==> src/rtl/core_seq_ctrl.sv <==
`default_nettype none
// ============================================================================
// Module   : core_seq_ctrl
// Purpose  : Job-level sequencer producing the 35-bit core instruction word.
//            On an accepted start it runs one tile in weight-stationary (WS)
//            or output-stationary (OS) mode: weight fetch, array load,
//            activation execute, pipeline flush, and output-FIFO drain into
//            psum SRAM (OS) or the SFP accumulator (WS).
// Ports    : clk, reset (async, active-low)
//            start, mode, w_base, a_base, p_base, n_act  - job request
//            ofifo_valid                                  - output FIFO status
//            inst[34:0], busy, done                       - registered outputs
//            perf_cycles[31:0]      - only with CORE_SEQ_CTRL_PERF_EN defined
// Options  : `define CORE_SEQ_CTRL_PERF_EN adds a saturating per-job cycle
//            counter (start edge through the DONE edge).
// Revision : 1.0 - initial release
// ============================================================================
module core_seq_ctrl #(
    parameter int ROW    = 8,
    parameter int COL    = 8,
    parameter int ADDR_W = 11,
    parameter int CNT_W  = 12
) (
    input  logic              clk,
    input  logic              reset,
    input  logic              start,
    input  logic              mode,
    input  logic [ADDR_W-1:0] w_base,
    input  logic [ADDR_W-1:0] a_base,
    input  logic [ADDR_W-1:0] p_base,
    input  logic [CNT_W-1:0]  n_act,
    input  logic              ofifo_valid,
    output logic [34:0]       inst,
    output logic              busy,
    output logic              done
`ifdef CORE_SEQ_CTRL_PERF_EN
    ,
    output logic [31:0]       perf_cycles
`endif
);

    localparam logic [2:0] c_IDLE  = 3'd0;
    localparam logic [2:0] c_LOADW = 3'd1;
    localparam logic [2:0] c_LOAD  = 3'd2;
    localparam logic [2:0] c_EXEC  = 3'd3;
    localparam logic [2:0] c_FLUSH = 3'd4;
    localparam logic [2:0] c_DRAIN = 3'd5;
    localparam logic [2:0] c_DONE  = 3'd6;

    localparam logic [34:0]      c_IDLE_WORD = 35'h1_800C_0000;
    localparam logic [CNT_W-1:0] c_ROW_LAST  = CNT_W'(ROW - 1);
    localparam logic [CNT_W-1:0] c_LOAD_LAST = CNT_W'(ROW + COL - 1);

    logic [2:0]        r_state;
    logic [CNT_W-1:0]  r_cnt;
    logic [CNT_W-1:0]  r_rdCnt;   // ofifo reads issued, including the current cycle
    logic [CNT_W-1:0]  r_wrCnt;   // psum/acc writes issued, including the current cycle
    logic [CNT_W-1:0]  r_nAct;
    logic [ADDR_W-1:0] r_wBase;
    logic [ADDR_W-1:0] r_aBase;
    logic [ADDR_W-1:0] r_pBase;
    logic              r_mode;
    logic              r_xRd;     // shadow of the current cycle's xmem read strobe
    logic              r_ordCur;  // current cycle pops the output FIFO
    logic [34:0]       r_inst;
    logic              r_busy;
    logic              r_done;

    logic              w_accept;
    logic [2:0]        w_nextState;
    logic [CNT_W-1:0]  w_nextCnt;
    logic              w_nextRd;
    logic              w_nextWr;
    logic              w_nextMode;
    logic [ADDR_W-1:0] w_wBaseSel;
    logic [ADDR_W-1:0] w_aBaseSel;
    logic [34:0]       w_inst;

    assign w_accept   = (r_state == c_IDLE) && start;
    assign w_nextMode = w_accept ? mode : r_mode;
    // On the accepting edge the first LOADW/EXEC address comes straight from the inputs.
    assign w_wBaseSel = w_accept ? w_base : r_wBase;
    assign w_aBaseSel = w_accept ? a_base : r_aBase;

    // Next-state logic: the instruction word for the upcoming cycle is built
    // from the upcoming state so that every output is a plain register.
    always_comb begin
        w_nextState = r_state;
        w_nextCnt   = r_cnt;
        w_nextRd    = 1'b0;
        w_nextWr    = 1'b0;
        case (r_state)
            c_IDLE: begin
                if (start) begin
                    w_nextCnt = '0;
                    if (!mode)             w_nextState = c_LOADW;
                    else if (n_act == '0)  w_nextState = c_FLUSH;
                    else                   w_nextState = c_EXEC;
                end
            end
            c_LOADW: begin
                if (r_cnt == c_ROW_LAST) begin
                    w_nextState = c_LOAD;
                    w_nextCnt   = '0;
                end else begin
                    w_nextCnt = r_cnt + 1'b1;
                end
            end
            c_LOAD: begin
                if (r_cnt == c_LOAD_LAST) begin
                    w_nextState = (r_nAct == '0) ? c_FLUSH : c_EXEC;
                    w_nextCnt   = '0;
                end else begin
                    w_nextCnt = r_cnt + 1'b1;
                end
            end
            c_EXEC: begin
                if (r_cnt == r_nAct - 1'b1) begin
                    w_nextState = c_FLUSH;
                    w_nextCnt   = '0;
                end else begin
                    w_nextCnt = r_cnt + 1'b1;
                end
            end
            c_FLUSH: begin
                if (r_cnt == c_LOAD_LAST) begin
                    w_nextCnt = '0;
                    if (r_nAct == '0) begin
                        w_nextState = c_DONE;
                    end else begin
                        w_nextState = c_DRAIN;
                        w_nextRd    = ofifo_valid && (r_rdCnt < r_nAct);
                    end
                end else begin
                    w_nextCnt = r_cnt + 1'b1;
                end
            end
            c_DRAIN: begin
                if (r_wrCnt == r_nAct) begin
                    w_nextState = c_DONE;
                end else begin
                    // A pop this cycle is always written next cycle, stall or not.
                    w_nextWr = r_ordCur;
                    w_nextRd = ofifo_valid && (r_rdCnt < r_nAct);
                end
            end
            c_DONE:  w_nextState = c_IDLE;
            default: w_nextState = c_IDLE;
        endcase
    end

    // Instruction word for the upcoming cycle.
    always_comb begin
        w_inst     = c_IDLE_WORD;
        w_inst[34] = w_nextMode;
        w_inst[2]  = r_xRd;  // l0_wr trails the SRAM read by one cycle in every state
        case (w_nextState)
            c_LOADW: begin
                w_inst[19]   = 1'b0;
                w_inst[17:7] = w_wBaseSel + w_nextCnt[ADDR_W-1:0];
            end
            c_LOAD: begin
                w_inst[3] = 1'b1;
                w_inst[0] = 1'b1;
            end
            c_EXEC: begin
                w_inst[19]   = 1'b0;
                w_inst[17:7] = w_aBaseSel + w_nextCnt[ADDR_W-1:0];
                w_inst[3]    = 1'b1;
                w_inst[1]    = 1'b1;
            end
            c_FLUSH: begin
                w_inst[3] = 1'b1;
                w_inst[1] = 1'b1;
            end
            c_DRAIN: begin
                w_inst[4] = w_nextRd;
                if (w_nextWr) begin
                    w_inst[30:20] = r_pBase + r_wrCnt[ADDR_W-1:0];
                    if (r_mode) begin
                        w_inst[32] = 1'b0;
                        w_inst[31] = 1'b0;
                    end else begin
                        w_inst[6] = 1'b1;
                    end
                end
            end
            default: ;
        endcase
    end

    always_ff @(posedge clk or negedge reset) begin
        if (!reset) begin
            r_state  <= c_IDLE;
            r_cnt    <= '0;
            r_rdCnt  <= '0;
            r_wrCnt  <= '0;
            r_nAct   <= '0;
            r_wBase  <= '0;
            r_aBase  <= '0;
            r_pBase  <= '0;
            r_mode   <= 1'b0;
            r_xRd    <= 1'b0;
            r_ordCur <= 1'b0;
            r_inst   <= c_IDLE_WORD;
            r_busy   <= 1'b0;
            r_done   <= 1'b0;
        end else begin
            r_state  <= w_nextState;
            r_cnt    <= w_nextCnt;
            r_inst   <= w_inst;
            r_xRd    <= ~w_inst[19];
            r_ordCur <= w_nextRd;
            r_busy   <= (w_nextState != c_IDLE) && (w_nextState != c_DONE);
            r_done   <= (w_nextState == c_DONE);
            if (w_accept) begin
                r_mode  <= mode;
                r_wBase <= w_base;
                r_aBase <= a_base;
                r_pBase <= p_base;
                r_nAct  <= n_act;
                r_rdCnt <= '0;
                r_wrCnt <= '0;
            end else begin
                if (w_nextRd) r_rdCnt <= r_rdCnt + 1'b1;
                if (w_nextWr) r_wrCnt <= r_wrCnt + 1'b1;
            end
        end
    end

    assign inst = r_inst;
    assign busy = r_busy;
    assign done = r_done;

`ifdef CORE_SEQ_CTRL_PERF_EN
    logic [31:0] r_perf;

    // Every edge that leaves a non-IDLE state is counted, DONE included.
    always_ff @(posedge clk or negedge reset) begin
        if (!reset) begin
            r_perf <= '0;
        end else if (w_accept) begin
            r_perf <= '0;
        end else if ((r_state != c_IDLE) && (r_perf != 32'hFFFF_FFFF)) begin
            r_perf <= r_perf + 32'd1;
        end
    end

    assign perf_cycles = r_perf;
`endif

endmodule
`default_nettype wire

==> config.mk <==
export PLATFORM = sky130hd
export DESIGN_NAME = core_seq_ctrl
export DESIGN_NICKNAME = d
export VERILOG_FILES = /design/src/rtl/core_seq_ctrl.sv
export SDC_FILE = /design/constraint.sdc
export NUM_CORES = 1
export LEC_CHECK = 0
export BUFFER_PORTS_ARGS = -buffer_cell sky130_fd_sc_hd__buf_2
export CAP_MARGIN = 20
export CORE_MARGIN = 2
export CORE_UTILIZATION = 53
export DETAILED_ROUTE_END_ITERATION = 10
export HOLD_SLACK_MARGIN = 0.1
export PLACE_DENSITY = 0.76
export SYNTH_ARGS = -nofsm -noshare
export SYNTH_HDL_FRONTEND = slang
export SYNTH_SLANG_ARGS = --single-unit
export TNS_END_PERCENT = 100
==> constraint.sdc <==
create_clock -name clk -period 5.2 [get_ports clk]
set_input_delay 0.26 -clock clk [delete_from_list [all_inputs] [get_ports clk]]
set_output_delay 0.26 -clock clk [all_outputs]
set_load 0.01 [all_outputs]
==> metrics.md, run 1 <==
| Metric | Value |
|---|---|
| Status | completed |
| Count of cell types in the netlist | 63 |
| Area delta synth->final | 26.29% |
| Non-filler cells, final | 1057 |
| FF-to-FF setup slack | 0.17 ns |
| Lkg Pwr | 0.004197 µW |
| YS warnings | 0 |
| Post-DR vias/cell | 5.409 |
| CTS max path bufs | 2 |
| Placed Cells | 980 |
| #FFs+latches synth | 119 |
| Final setup fails | 0 |
| Startpoint class of the critical path | register |
| Largest family of logic cells by synthesized area | simple AND/OR/NAND/NOR gates |
| Starting DRT DRC Count | 377 |
| CTS H-tree depth | 4 |
| Critical-path maximum fanout | 5 |
| CP Class | reg -> reg |
| CTS sink count | 119 |
| IO Pins | 87 |
| NumNets Final | 959 |
| Worst EP required | 5.51 ns |
| Minimum clock period | 5.029 ns |
| Avg Inst Size Synth | 9.062 µm² |
| Share of cells above drive strength 1 | 19.44% |
| Die Ht | 116.6 µm |
| Vias in the first global route | 5508 |
| Routed Antenna Nets | 0 |
| Post-synthesis async set-or-reset flop share | 100.0% |
| Post-synthesis cell count | 741 |
| TritonCTS Buffers | 17 |
| Worst Hold Class | in -> reg |
| Largest net degree at the start of global routing | 81 |
| RR Endpoint | inst[17] |
| Worst Setup End Kind | register |
| Root buffer cell | clkbuf_16 |
| Worst Hold Path EP | r_wBase[0] |
| Post-synthesis sequential area ratio | 44.38% |
| EDFF count, synth | 0 |
| Post-DP HPWL | 11180 µm |
| Max VDD drop | 0.3031 mV |
| Clock Latency Late Sink | 0.43 ns |
| Top_reg_cell synth | dfrtp_1 |
| Mux cell area share after synthesis | 2.553% |
| RePlAce Congestion | 0.8907 |
| First-pass GRT wire length | 26860 µm |
| CTS clk-pin slew, worst paths | 0.05 ns |
| R2R cell count | 23 |
| Final setup margin | 0.1712 ns |
| Rows | 41 |
| Worst slack, placed | 0.06801 ns |
| WL per Instance | 15.80 µm |
| Remaining DRCs | 0 |
| GRT Residual Overflow | 0 |
| Hold path start | w_base[0] |
| Clock Skews | 0.01550 ns |
| Initial core utilization | 53.65% |
| TritonCTS clock tree | done |
| Synth Area in Compound Gates | 10.15% |
| Xor-xnor portion of the synthesized cell area | 8.608% |
| Router iterations before antenna repair | 6 |
| Worst-Margin Slew | 0.8261 ns |
| IO Port Bufs | 83 |
| Hold Fails Final Rpt | 0 |
| Final Cycle Share | 96.71% |
| Hold path depth | 3 |
| Vias post-DR | 5717 |
| Critical path arrival | 5.34 ns |
| P per Cell Area | 536.2 nW/µm² |
| Fmax | 198.9 MHz |
| Initial antenna violation count | 0 |
| Core ar. | 12520 µm² |
| GRT Overall Usage | 25.72% |
| Adder-Cell Fraction of Synth Area | 7.118% |
| Die area | 13590 µm² |
| Final Max Slew Viols | 0 |
| Max-cap violation count | 0 |
| Post-synthesis simple-gate area fraction | 22.79% |
| Slew HR | 44.50% |
| Mapped Area | 6715 µm² |
| Worst r2r src | r_nAct[6] |
| Inserted Diodes | 0 |
| DIE WIDTH | 116.6 µm |
| Post-Route WL | 16700 µm |
[per-stage QoR]
| stage | TNS [ns] | total power [µW] | cell area (µm²) | util, % | hold WS, ns |
|---|---|---|---|---|---|
| 2_1_floorplan | 0 | 2718 | 6719 | - | -0.03559 |
| 3_3_place_gp | 0 | 3141 | 7325 | 58.52 | 0.3377 |
| 3_5_place_dp | 0 | 3196 | 7325 | 58.52 | 0.3471 |
| 4_1_cts | 0 | 4448 | 8383 | 66.97 | 0.1235 |
| 5_1_grt | -0.07170 | 4847 | 8481 | 67.75 | 0.1444 |
| 6_report | 0 | 4548 | 8481 | 67.75 | 0.1507 |
[worst max-delay path, cell delays in order (launching register included)]
cell and delay, ns:
dfrtp_1 0.44, or4_4 0.61, nor4_4 0.18, o21ai_0 0.16, a32oi_2 0.32, nor4_4 0.06, o21a_1 0.21, o21ai_4 0.18
nand2b_2 0.08, or2b_2 0.32, mux2_2 0.23, ha_1 0.18, inv_1 0.06, fa_1 0.37, nor2b_1 0.17, o21ai_1 0.08
nand2b_1 0.12, a21oi_2 0.08, nor2_1 0.21, nor4_2 0.10, o41ai_2 0.29, xnor2_1 0.20, nand2_1 0.08, nor3b_2 0.17
[cells in the mapped netlist (6+ instances only)]
| master | instances | area share, % |
|---|---|---|
| nand2_1 | 145 | 8.1 |
| nor4_1 | 16 | 1.5 |
| nor3_1 | 10 | 0.75 |
| mux2i_1 | 7 | 1.0 |
| inv_1 | 29 | 1.6 |
| a21o_1 | 6 | 0.67 |
| clkbuf_1 | 22 | 1.2 |
| ha_1 | 35 | 6.5 |
| o21ai_0 | 38 | 2.8 |
| o21bai_1 | 10 | 1.1 |
| nand3_1 | 16 | 1.2 |
| mux2_2 | 9 | 1.5 |
| or3_1 | 6 | 0.56 |
| nor2_1 | 69 | 3.9 |
| a21oi_1 | 25 | 1.9 |
| nand2b_1 | 9 | 0.84 |
| and3_1 | 13 | 1.2 |
| dfrtp_1 | 117 | 44 |
| nand4_1 | 10 | 0.93 |
| xor2_1 | 35 | 4.6 |
| xnor2_1 | 31 | 4.0 |
[placed cells by master (no fill, tap or decap), types with 4 or more instances in the layout]
master and count:
nor4_1 13, and4_1 5, and3_1 12, clkbuf_16 17, xor2_1 35, ha_1 35, a21o_1 6, nand3_1 16
buf_4 21, inv_1 28, o21bai_1 10, mux2i_1 7, mux2_2 9, or3_1 5, nor2_1 69, o21a_1 5
nor3_1 8, xnor2_1 31, o21ai_0 35, dfrtp_1 116, clkbuf_8 5, nand2b_1 9, clkinv_2 4, a21oi_1 24
dlygate4sd3_1 44, buf_2 82, nand2_1 145, nand4_1 10, and2_1 4
[worst max-delay path by stage]
stage | startpoint | to | slack (ns) | depth (start not counted)
floorplan | r_nAct[0] | inst[17] | 0.18 | 27
global placement | r_nAct[1] | inst[17] | 0.22 | 24
detailed placement | r_nAct[1] | inst[17] | 0.07 | 24
CTS | r_nAct[1] | inst[17] | 0.02 | 25
global route | r_nAct[6] | inst[17] | -0.07 | 22
finish | r_nAct[6] | inst[17] | 0.17 | 23
[registers in the layout, indices dropped and copies added (netlist names), 11 cells and up]
register,cells
inst,31
r_aBase,11
r_cnt,12
r_nAct,12
r_pBase,11
r_rdCnt,12
r_wBase,11
r_wrCnt,12
[what timing repair did]
action                     in CTS  in global routing
gates cloned                    0                  0
setup endpoints to repair       1                  3
pin swaps                       0                  6
gates resized for setup         5                 20
setup buffers                   0                  1
hold endpoints to repair      103                  0
hold buffers                   44                  0
[layer usage]
layer / global-route usage, % / up-vias / share of wire, %
met4: 10.98 / 0 / 2.6
met5: 0 / - / 0
li1: - / 2780 / -
met1: 34.00 / 2712 / 45
met2: 40.74 / 189 / 47
met3: 6.072 / 36 / 5.7
[logic make-up after synthesis]
logic type	count (synthesis)
flops	119
compound gates	109
buf+inv	66
mux	16
xor+xnor	66
other cells	2
simple gates	326
fa+ha+maj	37
[area by class of cell]
cell class                      instances  area (µm²)
Timing Repair Buffer                  148        1023
Multi-Input combinational cell        557        3555
Fill cell                             963        4036
Clock buffer                           24       501.7
Clock inverter                          8       95.09
Tap cell                              172       215.2
Sequential cell                       119        2982
Inverter                               29       108.9
[report_power, final]
part | internal, µW | leakage, µW | switching (µW)
combinational | 851 | 0.00236 | 1080
clock | 764 | 0.000292 | 408
sequential | 1200 | 0.00154 | 240
total | 2820 | 0.00420 | 1730
Note: power is estimated with default switching activity, not from simulation.
==> run 2, diff against run 1 <==
Settings changed: ABC_AREA from default to 1, RECOVER_POWER from default to 100.
==> metrics.md, run 2 <==
| Metric | Value |
|---|---|
| Max-cap violation count | 2 (was 0) |
| Combinational Power Share | 42.7% (was 42.5%) |
| Hold Fails Final Rpt | 0 (unchanged) |
| Post-synthesis async set-or-reset flop share | 100.0% (unchanged) |
| Design area | 8551 µm² (was 8481 µm²) |
| Adder-Cell Fraction of Synth Area | 6.677% (was 7.118%) |
| Largest register FFs | 31 (unchanged) |
| Clock group share of total power | 26.9% (was 25.8%) |
| RePlAce Congestion | 0.9226 (was 0.8907) |
| Initial antenna violation count | 0 (unchanged) |
| IO Port Bufs | 83 (unchanged) |
| Internal power | 2694 µW (was 2818 µW) |
| Tot Pwr | 4574 µW (was 4548 µW) |
| Lkg Pwr | 0.004382 µW (was 0.004197 µW) |
| R2R cell count | 27 (was 23) |
| #FFs+latches synth | 119 (unchanged) |
| Crit-path most repeated cell | nor2_1 (was nor4_4) |
| Vias post-DR | 6447 (was 5717) |
| Setup TNS | 0 ns (unchanged) |
| Routed Antenna Nets | 0 (unchanged) |
| Placed Cells | 1173 (was 980) |
| Status | finished, violations left (was completed) |
| Router iterations before antenna repair | 4 (was 6) |
| Synth Area in Compound Gates | 10.54% (was 10.15%) |
| Worst EP required | 5.50 ns (was 5.51 ns) |
| Synth top cells by count | nand2_1, dfrtp_1, inv_1, nor2_1, nand3_1 (was nand2_1, dfrtp_1, nor2_1, o21ai_0) |
| Hold path depth | 3 (unchanged) |
| Avg Inst Size Synth | 7.656 µm² (was 9.062 µm²) |
| Final setup fails | 0 (unchanged) |
| CP Class | reg -> reg (unchanged) |
| Minimum clock period | 4.388 ns (was 5.029 ns) |
| Non-filler cells, final | 1238 (was 1057) |
| Critical-path maximum fanout | 16 (was 5) |
| Post-DP HPWL | 12320 µm (was 11180 µm) |
| GRT Overall Usage | 25.77% (was 25.72%) |
| GR Util met1 | 34.78% (was 34.00%) |
| Share of cells above drive strength 1 | 12.34% (was 19.44%) |
| Slew HR | -84.83% (was 44.50%) |
| Final Cycle Share | 84.39% (was 96.71%) |
| CTS max path bufs | 2 (unchanged) |
| Critical path arrival | 4.69 ns (was 5.34 ns) |
| Post-DR vias/cell | 5.208 (was 5.409) |
| Post-synthesis simple-gate area fraction | 30.15% (was 22.79%) |
| Fin util | 64.83% (was 67.75%) |
| CTS clk-pin slew, worst paths | 0.05 ns (about the same) |
| Starting DRT DRC Count | 436 (was 377) |
| Mapped Area | 7158 µm² (was 6715 µm²) |
| Crit path capture | inst[15] (was inst[17]) |
| Post-synthesis cell count | 935 (was 741) |
| First-pass GRT wire length | 29520 µm (was 26860 µm) |
| Fmax | 227.9 MHz (was 198.9 MHz) |
| GRT Residual Overflow | 0 (unchanged) |
| FF-to-FF setup slack | 0.81 ns (was 0.17 ns) |
| Area delta synth->final | 19.45% (was 26.29%) |
| Xor-xnor portion of the synthesized cell area | 3.181% (was 8.608%) |
| Mux cell area share after synthesis | 0% (was 2.553%) |
| Worst Hold Class | in -> reg (unchanged) |
| Crit path from | r_nAct[0] (was r_nAct[6]) |
| Root buffer cell | clkbuf_16 (unchanged) |
| Synth area leaders | dfrtp_1, nand2_1, ha_1 (unchanged) |
| Remaining DRCs | 0 (unchanged) |
| Worst r2r src | r_nAct[0] (was r_nAct[6]) |
| DIE WIDTH | 120.2 µm (was 116.6 µm) |
| Clock Skews | 0.009598 ns (was 0.01550 ns) |
| Final Max Slew Viols | 122 (was 0) |
| IO Pins | 87 (unchanged) |
| Post-placement cell area | 7686 µm² (was 7325 µm²) |
| M3 GR Usage | 5.472% (was 6.072%) |
| EDFF count, synth | 0 (unchanged) |
| Worst Setup End Kind | register (unchanged) |
| Met2 usage | 42.51% (was 40.74%) |
| WL per Instance | 14.22 µm (was 15.80 µm) |
| P per Cell Area | 535.0 nW/µm² (was 536.2 nW/µm²) |
| RR Endpoint | inst[15] (was inst[17]) |
| Cell taking the most area after synthesis | dfrtp_1 (unchanged) |
| Initial core utilization | 54.27% (was 53.65%) |
| RSZ-0062 raised after global routing | no |
| Largest family of logic cells by synthesized area | simple AND/OR/NAND/NOR gates (unchanged) |
| Sw frac | 41.12% (was 38.04%) |
| Buf+Inv Stages, Crit Path | 5 (was 1) |
| Max incr delay on CP | 0.43 ns (was 0.61 ns) |
| CTS H-tree depth | 4 (unchanged) |
| Worst-Margin Slew | 2.772 ns (was 0.8261 ns) |
| TritonCTS clock tree | done (unchanged) |
| Top_reg_cell synth | dfrtp_1 (unchanged) |
| Count of cell types in the netlist | 51 (was 63) |
| Die Ht | 120.2 µm (was 116.6 µm) |
| Rows | 42 (was 41) |
| Die area | 14450 µm² (was 13590 µm²) |
| Top-count cell post-synth | nand2_1 (unchanged) |
| Grt peak-use layer | met2 (unchanged) |
| Sequential power share | 30.4% (was 31.7%) |
| P_sw | 1881 µW (was 1730 µW) |
| Startpoint class of the critical path | register (unchanged) |
| Core ar. | 13190 µm² (was 12520 µm²) |
| Yosys top cell area share | 40.90% (was 43.60%) |
| TritonCTS Buffers | 17 (unchanged) |
| Post-synthesis sequential area ratio | 41.64% (was 44.38%) |
| WP depth | 27 (was 23) |
| Commonest non-fill, non-tap cell in the layout | nand2_1 (unchanged) |
| Most frequent cells in the layout | nand2_1, dfrtp_1, inv_1, nor2_1, nand3_1 (was nand2_1, dfrtp_1, buf_2, nor2_1, dlygate4sd3_1) |
| CTS sink count | 119 (unchanged) |
| YS warnings | 0 (unchanged) |
| NumNets Final | 1137 (was 959) |
| Delay-heaviest family, CP | simple AND/OR/NAND/NOR gates (unchanged) |
| Failing checks | max-capacitance violations, max-slew violations |
| Inserted Diodes | 0 (unchanged) |
| Vias in the first global route | 6147 (was 5508) |
| Clock Latency Late Sink | 0.43 ns (about the same) |
| Max VDD drop | 0.3935 mV (was 0.3031 mV) |
| Layout fillers | 1151 (was 963) |
| Largest net degree at the start of global routing | 68 (was 81) |
| Post-Route WL | 17600 µm (was 16700 µm) |
| Slowest-stage cell, CP | dfrtp_1 (was or4_4) |
## run 2: kinds of logic after synthesis
family,Yosys count
AOI/OAI and AO/OA,124
xor gates and xnor gates,26
adders and majority gates,37
buffers and inverters,134
DFF,119
other,2
and+or+nand+nor,493
## run 2: worst reg2reg max path: cells and delay by family, from the launching register on
kind | cells | cell delay [ns]
adders and majority gates | 2 | 0.55
AOI/OAI and AO/OA | 6 | 0.64
xor gates and xnor gates | 1 | 0.17
DFF | 1 | 0.43
buffers and inverters | 5 | 0.71
and+or+nand+nor | 13 | 1.77
## run 2: repair_timing
item                                   4_1_cts  5_1_grt
endpoints found under the hold margin       84        0
hold buffers                                34        0
setup buffers                                0        0
gates resized for setup                      0        0
## run 2: through the flow
| stage | hold WS [ns] | setup WS, ns |
|---|---|---|
| detailed placement | 0.3339 | 1.047 |
| global placement | 0.3319 | 1.111 |
| global route | 0.1286 | 0.2959 |
| floorplan | -0.03559 | 1.413 |
| finish | 0.1116 | 0.8117 |
| CTS | 0.1033 | 1.004 |
## run 2: per-layer routing
layer,wire length (µm),share of wire (%),up-vias
met5,0,0,-
met4,220,1.2,0
met3,815,4.6,17
met2,8419,48,160
met1,8148,46,3025
li1,-,-,3245
## run 2: how the worst min path moves through the flow
| stage | start | end |
|---|---|---|
| 2_1_floorplan | reset | busy |
| 3_3_place_gp | reset | inst[4] |
| 3_5_place_dp | reset | inst[4] |
| 4_1_cts | n_act[5] | r_nAct[5] |
| 5_1_grt | n_act[4] | r_nAct[4] |
| 6_report | n_act[6] | r_nAct[6] |
## run 2: layout make-up
cell class	count	area, µm²	share of cell area (%)
Timing Repair Buffer	121	739.5	8.648
Sequential cell	119	2980	34.86
Inverter	108	405.4	4.741
Multi-Input combinational cell	683	3580	41.86
Clock buffer	23	508.0	5.941
Clock inverter	8	117.6	1.375
Tap cell	176	220.2	2.575
## run 2: power by group through the flow
stage / clock network (µW) / registers, µW / logic [µW]
floorplan: 0 / 1360 / 1530
global placement: 0 / 1400 / 1920
detailed placement: 0 / 1400 / 1950
CTS: 1250 / 1390 / 1990
global route: 1290 / 1420 / 2230
finish: 1230 / 1390 / 1950
